<file path="src/rtl/aes_wrapper_pkg.sv">
// Shared constants for the streaming AES wrapper: register map,
// CTRL/STATUS bit positions and sequencer state encoding.
package aes_wrapper_pkg;

    // Word addresses
    localparam int ADDR_CTRL   = 0;
    localparam int ADDR_STATUS = 1;
    localparam int ADDR_DIN    = 2;
    localparam int ADDR_DOUT   = 3;
    localparam int ADDR_LEVEL  = 4;

    // CTRL bits
    localparam int CTRL_EN    = 0;
    localparam int CTRL_IRQEN = 1;
    localparam int CTRL_CLR   = 2;

    // STATUS bits
    localparam int STAT_INFULL   = 0;
    localparam int STAT_INEMPTY  = 1;
    localparam int STAT_OUTFULL  = 2;
    localparam int STAT_OUTEMPTY = 3;
    localparam int STAT_BUSY     = 4;
    localparam int STAT_OVF      = 5;
    localparam int STAT_UDF      = 6;

    typedef enum logic [1:0] {
        S_IDLE  = 2'd0,
        S_START = 2'd1,
        S_WAIT  = 2'd2,
        S_FLUSH = 2'd3
    } seqState_t;

endpackage

</file>
<file path="src/rtl/aes_stream_wrapper_if.sv">
// Avalon-MM slave bus bundle (plus level IRQ) for the streaming AES wrapper.
interface aes_stream_wrapper_if #(
    parameter int BUS_W  = 32,
    parameter int ADDR_W = 8
) ();
    logic              iChipselect;
    logic              iWrite;
    logic              iRead;
    logic [ADDR_W-1:0] iAddress;
    logic [BUS_W-1:0]  iWrite_data;
    logic [BUS_W-1:0]  oRead_data;
    logic              oIrq;

    modport slave (
        input  iChipselect, iWrite, iRead, iAddress, iWrite_data,
        output oRead_data, oIrq
    );

    modport master (
        output iChipselect, iWrite, iRead, iAddress, iWrite_data,
        input  oRead_data, oIrq
    );
endinterface

</file>
<file path="src/rtl/aes_block_fifo.sv">
// Synchronous block FIFO with combinational head, simultaneous push/pop
// and a synchronous clear that overrides push and pop.
module aes_block_fifo #(
    parameter int WIDTH = 128,
    parameter int DEPTH = 4
) (
    input  logic                   clk,
    input  logic                   rstN,
    input  logic                   clr,
    input  logic                   push,
    input  logic [WIDTH-1:0]       pushData,
    input  logic                   pop,
    output logic [WIDTH-1:0]       headData,
    output logic                   full,
    output logic                   empty,
    output logic [$clog2(DEPTH):0] level
);
    localparam int PTR_W = $clog2(DEPTH);

    logic [WIDTH-1:0] mem [DEPTH];
    logic [PTR_W-1:0] wrPtr, rdPtr;
    logic             doPush, doPop;

    assign full     = (level == ($clog2(DEPTH)+1)'(DEPTH));
    assign empty    = (level == '0);
    assign headData = mem[rdPtr];
    // A push into a full FIFO is accepted only when a pop frees the slot
    assign doPush   = push & (~full | pop);
    assign doPop    = pop & ~empty;

    // Pointer and level bookkeeping; pointers wrap naturally (DEPTH is 2^n)
    always_ff @(posedge clk or negedge rstN) begin
        if (!rstN) begin
            wrPtr <= '0;
            rdPtr <= '0;
            level <= '0;
        end else if (clr) begin
            wrPtr <= '0;
            rdPtr <= '0;
            level <= '0;
        end else begin
            if (doPush) wrPtr <= wrPtr + PTR_W'(1);
            if (doPop)  rdPtr <= rdPtr + PTR_W'(1);
            if (doPush && !doPop)      level <= level + 1'b1;
            else if (doPop && !doPush) level <= level - 1'b1;
        end
    end

    // Storage array, no reset needed
    always_ff @(posedge clk) begin
        if (doPush && !clr) mem[wrPtr] <= pushData;
    end

endmodule

</file>
<file path="src/rtl/aes_stream_wrapper.sv">
// Avalon-MM streaming front end for a block cipher core: assembles bus
// words into blocks, sequences blocks through the core, and returns
// results word by word from an output FIFO.
module aes_stream_wrapper
    import aes_wrapper_pkg::*;
#(
    parameter int BUS_W      = 32,
    parameter int BLOCK_W    = 128,
    parameter int FIFO_DEPTH = 4,
    parameter int ADDR_W     = 8
) (
    input  logic                 iClk,
    input  logic                 iReset_n,
    aes_stream_wrapper_if.slave  bus,
    output logic                 oCore_start,
    output logic [BLOCK_W-1:0]   oCore_block,
    input  logic                 iCore_ready,
    input  logic                 iCore_valid,
    input  logic [BLOCK_W-1:0]   iCore_result
);
    localparam int WPB   = BLOCK_W / BUS_W;
    localparam int CNT_W = (WPB > 1) ? $clog2(WPB) : 1;
    localparam int LVL_W = $clog2(FIFO_DEPTH) + 1;

    // Bus decode
    logic rdEn, wrEn, clr;
    logic isCtrl, isStatus, isDin, isDout, isLevel;
    assign rdEn     = bus.iChipselect & bus.iRead;
    assign wrEn     = bus.iChipselect & bus.iWrite & ~bus.iRead;
    assign isCtrl   = (bus.iAddress == ADDR_W'(ADDR_CTRL));
    assign isStatus = (bus.iAddress == ADDR_W'(ADDR_STATUS));
    assign isDin    = (bus.iAddress == ADDR_W'(ADDR_DIN));
    assign isDout   = (bus.iAddress == ADDR_W'(ADDR_DOUT));
    assign isLevel  = (bus.iAddress == ADDR_W'(ADDR_LEVEL));
    assign clr      = wrEn & isCtrl & bus.iWrite_data[CTRL_CLR];

    logic enable, irqEn, ovf, udf, irqReg;
    logic [BUS_W-1:0] rdData, rdMux;

    // FIFO wiring
    logic               inPush, inPop, inFull, inEmpty;
    logic               outPush, outPop, outFull, outEmpty;
    logic [BLOCK_W-1:0] inHead, outHead, inAsmNext;
    logic [LVL_W-1:0]   inLevel, outLevel;

    // Word assembly: MS word first, so each new word shifts in at the bottom
    logic [BLOCK_W-1:0] inAsm;
    logic [CNT_W-1:0]   inCnt, outCnt;
    logic               dinWr, inLast, doutRd, outLast;
    assign dinWr     = wrEn & isDin;
    assign inLast    = (inCnt == CNT_W'(WPB-1));
    assign inAsmNext = (inAsm << BUS_W) | BLOCK_W'(bus.iWrite_data);
    assign inPush    = dinWr & inLast & ~inFull;

    // Word disassembly: outCnt selects the word of the head block, MS first
    logic [BUS_W-1:0] outWord;
    assign doutRd  = rdEn & isDout;
    assign outLast = (outCnt == CNT_W'(WPB-1));
    assign outWord = BUS_W'(outHead >> ((WPB - 1 - int'(outCnt)) * BUS_W));
    assign outPop  = doutRd & ~outEmpty & outLast;

    aes_block_fifo #(.WIDTH(BLOCK_W), .DEPTH(FIFO_DEPTH)) uInFifo (
        .clk(iClk), .rstN(iReset_n), .clr(clr),
        .push(inPush), .pushData(inAsmNext), .pop(inPop),
        .headData(inHead), .full(inFull), .empty(inEmpty), .level(inLevel)
    );

    aes_block_fifo #(.WIDTH(BLOCK_W), .DEPTH(FIFO_DEPTH)) uOutFifo (
        .clk(iClk), .rstN(iReset_n), .clr(clr),
        .push(outPush), .pushData(iCore_result), .pop(outPop),
        .headData(outHead), .full(outFull), .empty(outEmpty), .level(outLevel)
    );

    // Assembly/disassembly counters; a completed block always wraps the counter
    always_ff @(posedge iClk or negedge iReset_n) begin
        if (!iReset_n) begin
            inAsm  <= '0;
            inCnt  <= '0;
            outCnt <= '0;
        end else if (clr) begin
            inAsm  <= '0;
            inCnt  <= '0;
            outCnt <= '0;
        end else begin
            if (dinWr) begin
                inAsm <= inAsmNext;
                inCnt <= inLast ? '0 : inCnt + CNT_W'(1);
            end
            if (doutRd && !outEmpty)
                outCnt <= outLast ? '0 : outCnt + CNT_W'(1);
        end
    end

    // CTRL register and sticky overflow/underflow flags (write-1-to-clear)
    always_ff @(posedge iClk or negedge iReset_n) begin
        if (!iReset_n) begin
            enable <= 1'b0;
            irqEn  <= 1'b0;
            ovf    <= 1'b0;
            udf    <= 1'b0;
        end else begin
            if (wrEn && isCtrl) begin
                enable <= bus.iWrite_data[CTRL_EN];
                irqEn  <= bus.iWrite_data[CTRL_IRQEN];
            end
            if (dinWr && inLast && inFull)                      ovf <= 1'b1;
            else if (wrEn && isStatus && bus.iWrite_data[STAT_OVF]) ovf <= 1'b0;
            if (doutRd && outEmpty)                             udf <= 1'b1;
            else if (wrEn && isStatus && bus.iWrite_data[STAT_UDF]) udf <= 1'b0;
        end
    end

    // Sequencer
    seqState_t state, nextState;
    logic      latchBlock;

    // Sequencer state register and the block held toward the core
    always_ff @(posedge iClk or negedge iReset_n) begin
        if (!iReset_n) begin
            state       <= S_IDLE;
            oCore_block <= '0;
        end else begin
            state <= nextState;
            if (latchBlock) oCore_block <= inHead;
        end
    end

    // Sequencer next state and FIFO strobes
    always_comb begin
        nextState  = state;
        latchBlock = 1'b0;
        inPop      = 1'b0;
        outPush    = 1'b0;
        unique case (state)
            S_IDLE: begin
                // Nothing is in flight in IDLE, so the slot reservation
                // reduces to a free entry in the output FIFO.
                if (enable && !inEmpty && iCore_ready && !outFull && !clr) begin
                    nextState  = S_START;
                    latchBlock = 1'b1;
                end
            end
            S_START: begin
                inPop     = 1'b1;
                nextState = clr ? S_FLUSH : S_WAIT;
            end
            S_WAIT: begin
                if (iCore_valid) begin
                    outPush   = ~clr;
                    nextState = S_IDLE;
                end else if (clr) begin
                    nextState = S_FLUSH;
                end
            end
            S_FLUSH: begin
                if (iCore_valid) nextState = S_IDLE;
            end
            default: nextState = S_IDLE;
        endcase
    end

    assign oCore_start = (state == S_START);

    // Read mux for the addressed register
    always_comb begin
        rdMux = '0;
        if (isCtrl) begin
            rdMux[CTRL_EN]    = enable;
            rdMux[CTRL_IRQEN] = irqEn;
        end else if (isStatus) begin
            rdMux[STAT_INFULL]   = inFull;
            rdMux[STAT_INEMPTY]  = inEmpty;
            rdMux[STAT_OUTFULL]  = outFull;
            rdMux[STAT_OUTEMPTY] = outEmpty;
            rdMux[STAT_BUSY]     = (state != S_IDLE);
            rdMux[STAT_OVF]      = ovf;
            rdMux[STAT_UDF]      = udf;
        end else if (isDout) begin
            rdMux = outEmpty ? '0 : outWord;
        end else if (isLevel) begin
            rdMux[7:0]  = 8'(inLevel);
            rdMux[15:8] = 8'(outLevel);
        end
    end

    // Registered read data (latency 1, zero when idle) and level IRQ
    always_ff @(posedge iClk or negedge iReset_n) begin
        if (!iReset_n) begin
            rdData <= '0;
            irqReg <= 1'b0;
        end else begin
            rdData <= rdEn ? rdMux : '0;
            irqReg <= irqEn & (~outEmpty | ovf | udf);
        end
    end

    assign bus.oRead_data = rdData;
    assign bus.oIrq       = irqReg;

endmodule
</file>
<file path="src/flat_wrapper.sv">
// flat-port wrapper written by rule: the top's interface ports become plain ports
module aes_stream_wrapper_flat import aes_wrapper_pkg::*;
#(
    parameter int BUS_W      = 32,
    parameter int BLOCK_W    = 128,
    parameter int FIFO_DEPTH = 4,
    parameter int ADDR_W     = 8
)
  (iClk, iReset_n, oCore_start, oCore_block, iCore_ready, iCore_valid, iCore_result, bus_iChipselect, bus_iWrite, bus_iRead, bus_iAddress, bus_iWrite_data, bus_oRead_data, bus_oIrq);
  aes_stream_wrapper_if #(.BUS_W(BUS_W), .ADDR_W(ADDR_W)) bus_i ();
  input  logic iClk;
  input  logic iReset_n;
  output logic oCore_start;
  output logic [BLOCK_W-1:0] oCore_block;
  input  logic iCore_ready;
  input  logic iCore_valid;
  input  logic [BLOCK_W-1:0] iCore_result;
  input wire logic [$bits(bus_i.iChipselect)-1:0] bus_iChipselect;
  input wire logic [$bits(bus_i.iWrite)-1:0] bus_iWrite;
  input wire logic [$bits(bus_i.iRead)-1:0] bus_iRead;
  input wire logic [$bits(bus_i.iAddress)-1:0] bus_iAddress;
  input wire logic [$bits(bus_i.iWrite_data)-1:0] bus_iWrite_data;
  output wire logic [$bits(bus_i.oRead_data)-1:0] bus_oRead_data;
  output wire logic [$bits(bus_i.oIrq)-1:0] bus_oIrq;
  assign bus_i.iChipselect = bus_iChipselect;
  assign bus_i.iWrite = bus_iWrite;
  assign bus_i.iRead = bus_iRead;
  assign bus_i.iAddress = bus_iAddress;
  assign bus_i.iWrite_data = bus_iWrite_data;
  assign bus_oRead_data = bus_i.oRead_data;
  assign bus_oIrq = bus_i.oIrq;
  aes_stream_wrapper #(.BUS_W(BUS_W), .BLOCK_W(BLOCK_W), .FIFO_DEPTH(FIFO_DEPTH), .ADDR_W(ADDR_W)) u_core (.iClk(iClk), .iReset_n(iReset_n), .bus(bus_i), .oCore_start(oCore_start), .oCore_block(oCore_block), .iCore_ready(iCore_ready), .iCore_valid(iCore_valid), .iCore_result(iCore_result));
endmodule
</file>
<file path="config.mk">
export PLATFORM = sky130hd
export DESIGN_NAME = aes_stream_wrapper_flat
export DESIGN_NICKNAME = d
export VERILOG_FILES = /design/src/rtl/aes_wrapper_pkg.sv /design/src/rtl/aes_stream_wrapper_if.sv /design/src/rtl/aes_block_fifo.sv /design/src/rtl/aes_stream_wrapper.sv /design/src/flat_wrapper.sv
export SDC_FILE = /design/constraint.sdc
export NUM_CORES = 1
export LEC_CHECK = 0
export CELL_PAD_IN_SITES_DETAIL_PLACEMENT = 0
export CELL_PAD_IN_SITES_GLOBAL_PLACEMENT = 1
export CORE_MARGIN = 5
export CORE_UTILIZATION = 52
export CTS_BUF_LIST = sky130_fd_sc_hd__clkbuf_16
export CTS_CLUSTER_SIZE = 14
export DETAILED_ROUTE_END_ITERATION = 8
export GPL_TIMING_DRIVEN = 0
export PLACE_DENSITY = 0.87
export SLEW_MARGIN = 20
export SYNTH_ARGS = -nofsm -noshare
export SYNTH_HDL_FRONTEND = slang
export SYNTH_HIERARCHICAL = 1
export SYNTH_SLANG_ARGS = --single-unit
</file>
<file path="constraint.sdc">
create_clock -name iClk -period 13.8 [get_ports iClk]
set_clock_uncertainty 0.2 [all_clocks]
set_input_delay 4.14 -clock iClk [delete_from_list [all_inputs] [get_ports iClk]]
set_output_delay 4.14 -clock iClk [all_outputs]
set_load 0.02 [all_outputs]
</file>
# [Yosys cells after proc, flatten, opt, wreduce, memory -nomap -nowiden]
# Memory sizes are Yosys's and may differ from the RTL's. A register that Yosys moved wholly into a read port is not among the register bits.
# Index checks and enable logic that the tools add are counted.
# Widths: inputs -> output; s select.
[classes] eq_ne=14 n_bitwise=27 order_cmp=0 mux=50 n_addsub=11 multipliers=0 div=0 reduce_logical=43 shift=1
[ops] op="$mux 96" n=2
[ops] op="$or 128x32->128" n=1
[ops] op="$shr 128x32->32" n=1
[ops] op="$mux 32" n=2
[ops] op="$mux 2" n=19
[ops] op="$mux 16" n=2
[ops] op="$mux 30" n=1
[ops] op="$mux 25" n=1
[ops] op="$logic_and 1x1->1" n=18
[ops] op="$mux 3" n=6
[ops] op="$reduce_bool 2->1" n=9
[ops] op="$and 1x1->1" n=16
[ops] op="$eq 8x2->1 const B" n=2
[ops] op="$mux 1" n=14
[ops] op="$add 2x1->2 const B" n=6
[ops] op="$mux 11" n=1
[ops] op="$logic_not 1->1" n=9
[ops] op="$eq 2x2->1 const B" n=4
[ops] op="$eq 8x1->1 const B" n=1
[ops] op="$eq 8x3->1 const B" n=1
[ops] op="$logic_not 8->1" n=1
[ops] op="$pmux 2 s4" n=1
[ops] op="$mux 7" n=1
[ops] op="$add 3x1->3 const B" n=2
[ops] op="other kinds (13)" n=25
[totals] romBits=0 ff_bits=153 wordCells=164 output_inout_bits=162 mem_bits_rw=1024 latchBits=0 memories=2
[memory_table] memory="u_core.uInFifo.mem" words=4 width=128 read_ports=1 rd_clocked_by_memory_dff=1 write_ports=1 line_no="aes_block_fifo.sv:20" rtl="logic [WIDTH-1:0] mem [DEPTH];"
[memory_table] memory="u_core.uOutFifo.mem" words=4 width=128 read_ports=1 rd_clocked_by_memory_dff=0 write_ports=1 line_no="aes_block_fifo.sv:20"

# [Logic depth before layout (Yosys ltp)]
[depth] depth_word=13 depth_mapped=14 depth_no_buf=11

# [Hierarchy]
# The synthesis kept the hierarchy.
[by_module_without_submodules] module="aes_block_fifo" n_inst=2 cells_each=732 seq_area_each_um2=15549.9 area_each_um2=18995.7
[by_module_without_submodules] module="aes_stream_wrapper" n_inst=1 cells_each=780 seq_area_each_um2=6681.4 area_each_um2=11143.2

# [Worst setup path before layout]
# No wires, ideal clock.
[synth_timing] kind="input -> register" from="in bus_iAddress[3]" to="mem u_core.uOutFifo.mem[0][0], enable pin" path_slack_ns=-2.415 stages=8 setup_time_ns=0.798 arrival_ns=15.217 path_buffers=2 cell_sequence="or4_4 or4_1 buf_2 inv_1 and2_1 buf_2 o21ai_0 nor3b_1"
[synth_between] word_cells_on_any_way=16
[synth_rtl] item="start, declared" line_no="flat_wrapper.sv:21" rtl="input wire logic [$bits(bus_i.iAddress)-1:0] bus_iAddress;"
[synth_rtl] item="$eq 8x2->1" line_no="aes_stream_wrapper.sv:33" rtl="assign isDout = (bus.iAddress == ADDR_W'(ADDR_DOUT));"
[synth_rtl] item="$and 1x1->1" line_no="aes_stream_wrapper.sv:57" rtl="assign doutRd = rdEn & isDout;"
[synth_rtl] item="$and 1x1->1 (2 in a row)" line_no="aes_stream_wrapper.sv:60" rtl="assign outPop = doutRd & ~outEmpty & outLast;"
[synth_rtl] item="net u_core.outPop" line_no="aes_stream_wrapper.sv:42" rtl="logic outPush, outPop, outFull, outEmpty;"
[synth_rtl] item="$or 1x1->1" line_no="aes_block_fifo.sv:28" rtl="assign doPush = push & (~full | pop);"
[synth_rtl] item="$and 1x1->1" line_no="aes_block_fifo.sv:28"
[synth_rtl] item="$logic_and 1x1->1" line_no="aes_block_fifo.sv:51" rtl="if (doPush && !clr) mem[wrPtr] <= pushData;"
[synth_rtl] item="$mux 1" line_no="aes_block_fifo.sv:51"
[synth_rtl] item="$mux 1 (implied by the code)" line_no="aes_block_fifo.sv:51"
[synth_rtl] item="end, declared" line_no="aes_block_fifo.sv:20"
# The timed path passes the listed nets, and every way through them passes these cells.

# [Final worst setup path]
[layout_timing] from="in bus_iRead" to="mem u_core.uOutFifo.mem[2][89], enable pin"
[layout_between] elab_chain_cells=11 word_cells_on_any_way=17
[layout_lines] item="start, declared" line_no="flat_wrapper.sv:20" rtl="input wire logic [$bits(bus_i.iRead)-1:0] bus_iRead;"
[layout_lines] item="$not 1->1" line_no="aes_stream_wrapper.sv:29" rtl="assign wrEn = bus.iChipselect & bus.iWrite & ~bus.iRead;"
[layout_lines] item="$and 1x1->1" line_no="aes_stream_wrapper.sv:29"
[layout_lines] item="$and 1x1->1 (2 in a row)" line_no="aes_stream_wrapper.sv:35" rtl="assign clr = wrEn & isCtrl & bus.iWrite_data[CTRL_CLR];"
[layout_lines] item="$not 1->1" line_no="aes_stream_wrapper.sv:149" rtl="outPush = ~clr;"
[layout_lines] item="$mux 1" line_no="aes_stream_wrapper.sv:148" rtl="if (iCore_valid) begin"
[layout_lines] item="$mux 1" line_no="aes_stream_wrapper.sv:134" rtl="unique case (state)"
[layout_lines] item="net u_core.outPush" line_no="aes_stream_wrapper.sv:42"
[layout_lines] item="$and 1x1->1" line_no="aes_block_fifo.sv:28"
[layout_lines] item="$logic_and 1x1->1" line_no="aes_block_fifo.sv:51"
[layout_lines] item="$mux 1" line_no="aes_block_fifo.sv:51"
[layout_lines] item="$mux 1 (implied by the code)" line_no="aes_block_fifo.sv:51"
# The timed path passes the listed nets, and every way through them passes these cells.

==> run_results.csv <==
group,metric,value,unit
outcome,status,"finished clean",
min_path,min_path_type,"reg -> reg",
clock_tree,clock_latency,0.73,ns
worst_setup_path,worst_setup_path_start_kind,"primary input",
clock_tree,tritoncts.num_buffers,132,
final_layout,fin_util,63.7,%
die,num_rows,112,
die,die_w,317,um
placed_design,port_buffers,335,
placed_design,dp_cells,3951,
global_routing,grt_pass1_wl,171000,um
die,die_h,317,um
clock_tree,ctsHoldBuffers,0,
global_routing,track_usage,23.2,%
min_path,whs_path_depth,0,
final_layout,final_cells,4205,
synthesis,synth_cells,2244,
final_layout,final_common_cell,"edfxtp_1",
final_layout,syn2layout_area_growth,21.4,%
route,drt_pass1_iterations,6,
clock_tree,clk_path_buf_depth,3,
worst_setup_path,rrSetupSlack,8.79,ns
power_and_ir_drop,ir_drop,0.158,mV
synthesis,synth_area_per_cell,21.9,um^2
synthesis,syn_nets,2431,
flow_run,maxCapViolCount,0,
min_path,hold_end,"u_core/uInFifo/mem[2][114]$_DFFE_PP_",
route,wl_per_cell,27.1,um
clock_tree,htreeDepth,4,
synthesis,seq_area_frac_synth,76.9,%
final_layout,final_cell_mix,"edfxtp_1 (1024), clkdlybuf4s50_1 (334), mux4_2 (288)",
clock_tree,cts_sinks,1305,
synthesis,syn_area,49100,um^2
synthesis,ys_types,56,
die,io-pin-count,337,
worst_setup_path,r2r_cells,16,
final_layout,drive_above_1_share,27.8,%
global_routing,grt_overflow_total,0,
final_layout,nFillCells,6173,
clock_tree,root_buffer,"clkbuf_16",
route,final_antenna_net_count,0,
route,first_iter_violations,2065,
timing,fmax,0.112,GHz
timing,slew_violations,0,
timing,relSlewSlack,28.0,%
worst_setup_path,end_kind,"flip-flop",
power_and_ir_drop,finalPower,8560,uW
timing,rsz0062_at_grt,"false",
timing,tns,0,ns
timing,hold_ws,0.304,ns
power_and_ir_drop,p_per_area,143,nW/um^2
die,start_util,52.5,%
timing,worstMarginPinSlew,1.08,ns
worst_setup_path,arrival,9.16,ns
clock_tree,cts_setup_buffers,0,
worst_setup_path,path_class,"in -> reg",
clock_tree,cts_tree,"done",
synthesis,ys.flop_type,"edfxtp_1",
synthesis,ys_ff_latch,1305,
synthesis,async_flop_share,21.5,%
power_and_ir_drop,leakage,0.0214,uW
clock_tree,cts_resized,0,
clock_tree,cts.reportedPaths.clkPinSlew,0.06,ns
timing,layout_min_cycle_time,8.93,ns
route,num_vias,24400,
timing,finalCritPeriodShare,64.7,%
final_layout,nNetsFinal,3018,
synthesis,synth-edff-count,1024,
worst_setup_path,r2r-start,"u_core/uOutFifo/level[1]$_DFFE_PN0P_",
placed_design,routabilityCongestion,0.796,
min_path,min_from,"u_core/inAsm[82]$_DFFE_PN0P_",
die,coreArea,93600,um^2
timing,finalSetupViolCount,0,
global_routing,grt_pass1_vias,26400,
die,design.die.area,101000,um^2
final_layout,multi_input_area,10800,um^2
route,viasPerCell,5.81,
synthesis,yosys_warnings,6,
worst_setup_path,cp.required,14.03,ns
placed_design,hpwl,77900,um
route,routed_wl,114000,um
worst_setup_path,r2r_end,"u_core/uOutFifo/mem[2][89]$_DFFE_PP_",
global_routing,antenna_found_initial,18,
timing,hold_violations,0,
final_layout,seq_area,37800,um^2
worst_setup_path,crit_path_max_fanout,10,
route,drc,0,
global_routing,grt_max_degree,80,
-- layout make-up --
cell class | instances | share of cell area (%)
Sequential cell | 1305 | 63.3
Multi-Input combinational cell | 806 | 18.0
Timing Repair Buffer | 453 | 7.80
Clock buffer | 134 | 5.62
Tap cell | 1254 | 2.63
Clock inverter | 112 | 1.40
Buffer | 118 | 1.03
Inverter | 15 | 0.0944
Antenna cell | 8 | 0.0336
-- state kept, by name (all words and copies together) (netlist names) --
name	count
u_core/uOutFifo/level	3
u_core/enable	1
u_core/state	2
u_core/inAsm	96
u_core/uOutFifo/mem	512
u_core/uInFifo/mem	512
u_core/outCnt	2
u_core/ovf	1
u_core/irqEn	1
u_core/bus.oIrq	1
u_core/uInFifo/wrPtr	2
u_core/uOutFifo/rdPtr	2
u_core/bus.oRead_data	32
u_core/uOutFifo/wrPtr	2
u_core/uInFifo/level	3
u_core/oCore_block	128
u_core/uInFifo/rdPtr	2
u_core/udf	1
u_core/inCnt	2
-- critical path, cell delays in order --
cell and delay (ns):
clkdlybuf4s50_1 0.55, and4bb_2 0.31, and4_1 0.28, clkbuf_1 0.48, clkbuf_2 0.51, nor3_1 0.30
buf_2 0.26, o21ai_0 0.29, nor3b_2 0.57, buf_4 0.26, buf_4 0.21, buf_4 0.23
buf_6 0.16, buf_4 0.21, buf_4 0.22, buf_6 0.16
-- synthesized netlist by cell type, drive strengths merged (3+ instances only) --
cell type	number	area (um^2)
a22oi	4	30.0
nand2	7	26.3
clkbuf	30	113
o21a	4	45.0
mux2i	103	1030
nand3	4	20.0
edfxtp	1024	30700
o21ai	5	25.0
dfrtp	281	7030
nand2b	9	56.3
ha	10	125
a21oi	3	18.8
nor2b	26	163
nor2	129	484
nor3	7	35.0
nor4	3	25.0
xor2	4	35.0
mux4	288	6490
or3	3	18.8
nor3b	12	90.1
and2b	3	26.3
inv	15	56.3
buf	88	497
a221oi	3	26.3
a31oi	4	25.0
mux2	136	1540
and3	4	25.0
-- routing by layer --
| layer | global-route usage [%] | vias up | wire [um] |
|---|---|---|---|
| met2 | 40.6 | 1011 | 60600 |
| met3 | 6.68 | 220 | 9530 |
| met4 | 7.47 | 18 | 3300 |
| met1 | 28.1 | 12900 | 40600 |
| li1 | - | 10300 | - |
| met5 | 0 | - | 113 |
-- through the flow --
step	setup slack, ns	area [um^2]
after floorplan	-2.42	49200
after global placement	-10.67	54100
after detailed placement	4.11	55400
after CTS	4.89	59600
after global routing	4.58	59600
final	4.87	59600
-- power breakdown --
group / internal [uW] / leakage, uW / total, uW / switching (uW)
Combinational: 353 / 0.00585 / 740 / 387
Clock: 1920 / 0.00218 / 3400 / 1490
Sequential: 4350 / 0.0133 / 4410 / 62.2
-- worst max-delay path by stage --
stage / start / endpoint / slack [ns] / cells past startpoint
after floorplan: bus_iAddress[3] / u_core/uOutFifo/mem[0][0]$_DFFE_PP_ / -2.42 / 8
after global placement: bus_iRead / u_core/uOutFifo/mem[2][121]$_DFFE_PP_ / -10.67 / 9
after detailed placement: bus_iAddress[0] / u_core/uOutFifo/mem[2][122]$_DFFE_PP_ / 4.11 / 16
after CTS: bus_iRead / u_core/uOutFifo/mem[2][26]$_DFFE_PP_ / 4.89 / 16
after global routing: bus_iRead / u_core/uOutFifo/mem[2][89]$_DFFE_PP_ / 4.58 / 16
final: bus_iRead / u_core/uOutFifo/mem[2][89]$_DFFE_PP_ / 4.87 / 16
-- logic make-up after synthesis --
group / share of synthesized area (%)
compound gates: 0.611
simple gates: 2.27
xor+xnor: 0.107
buf+inv: 1.35
mux: 18.4
flops: 76.9
fa+ha+maj: 0.336
Note: power is estimated with default switching activity, not from simulation.
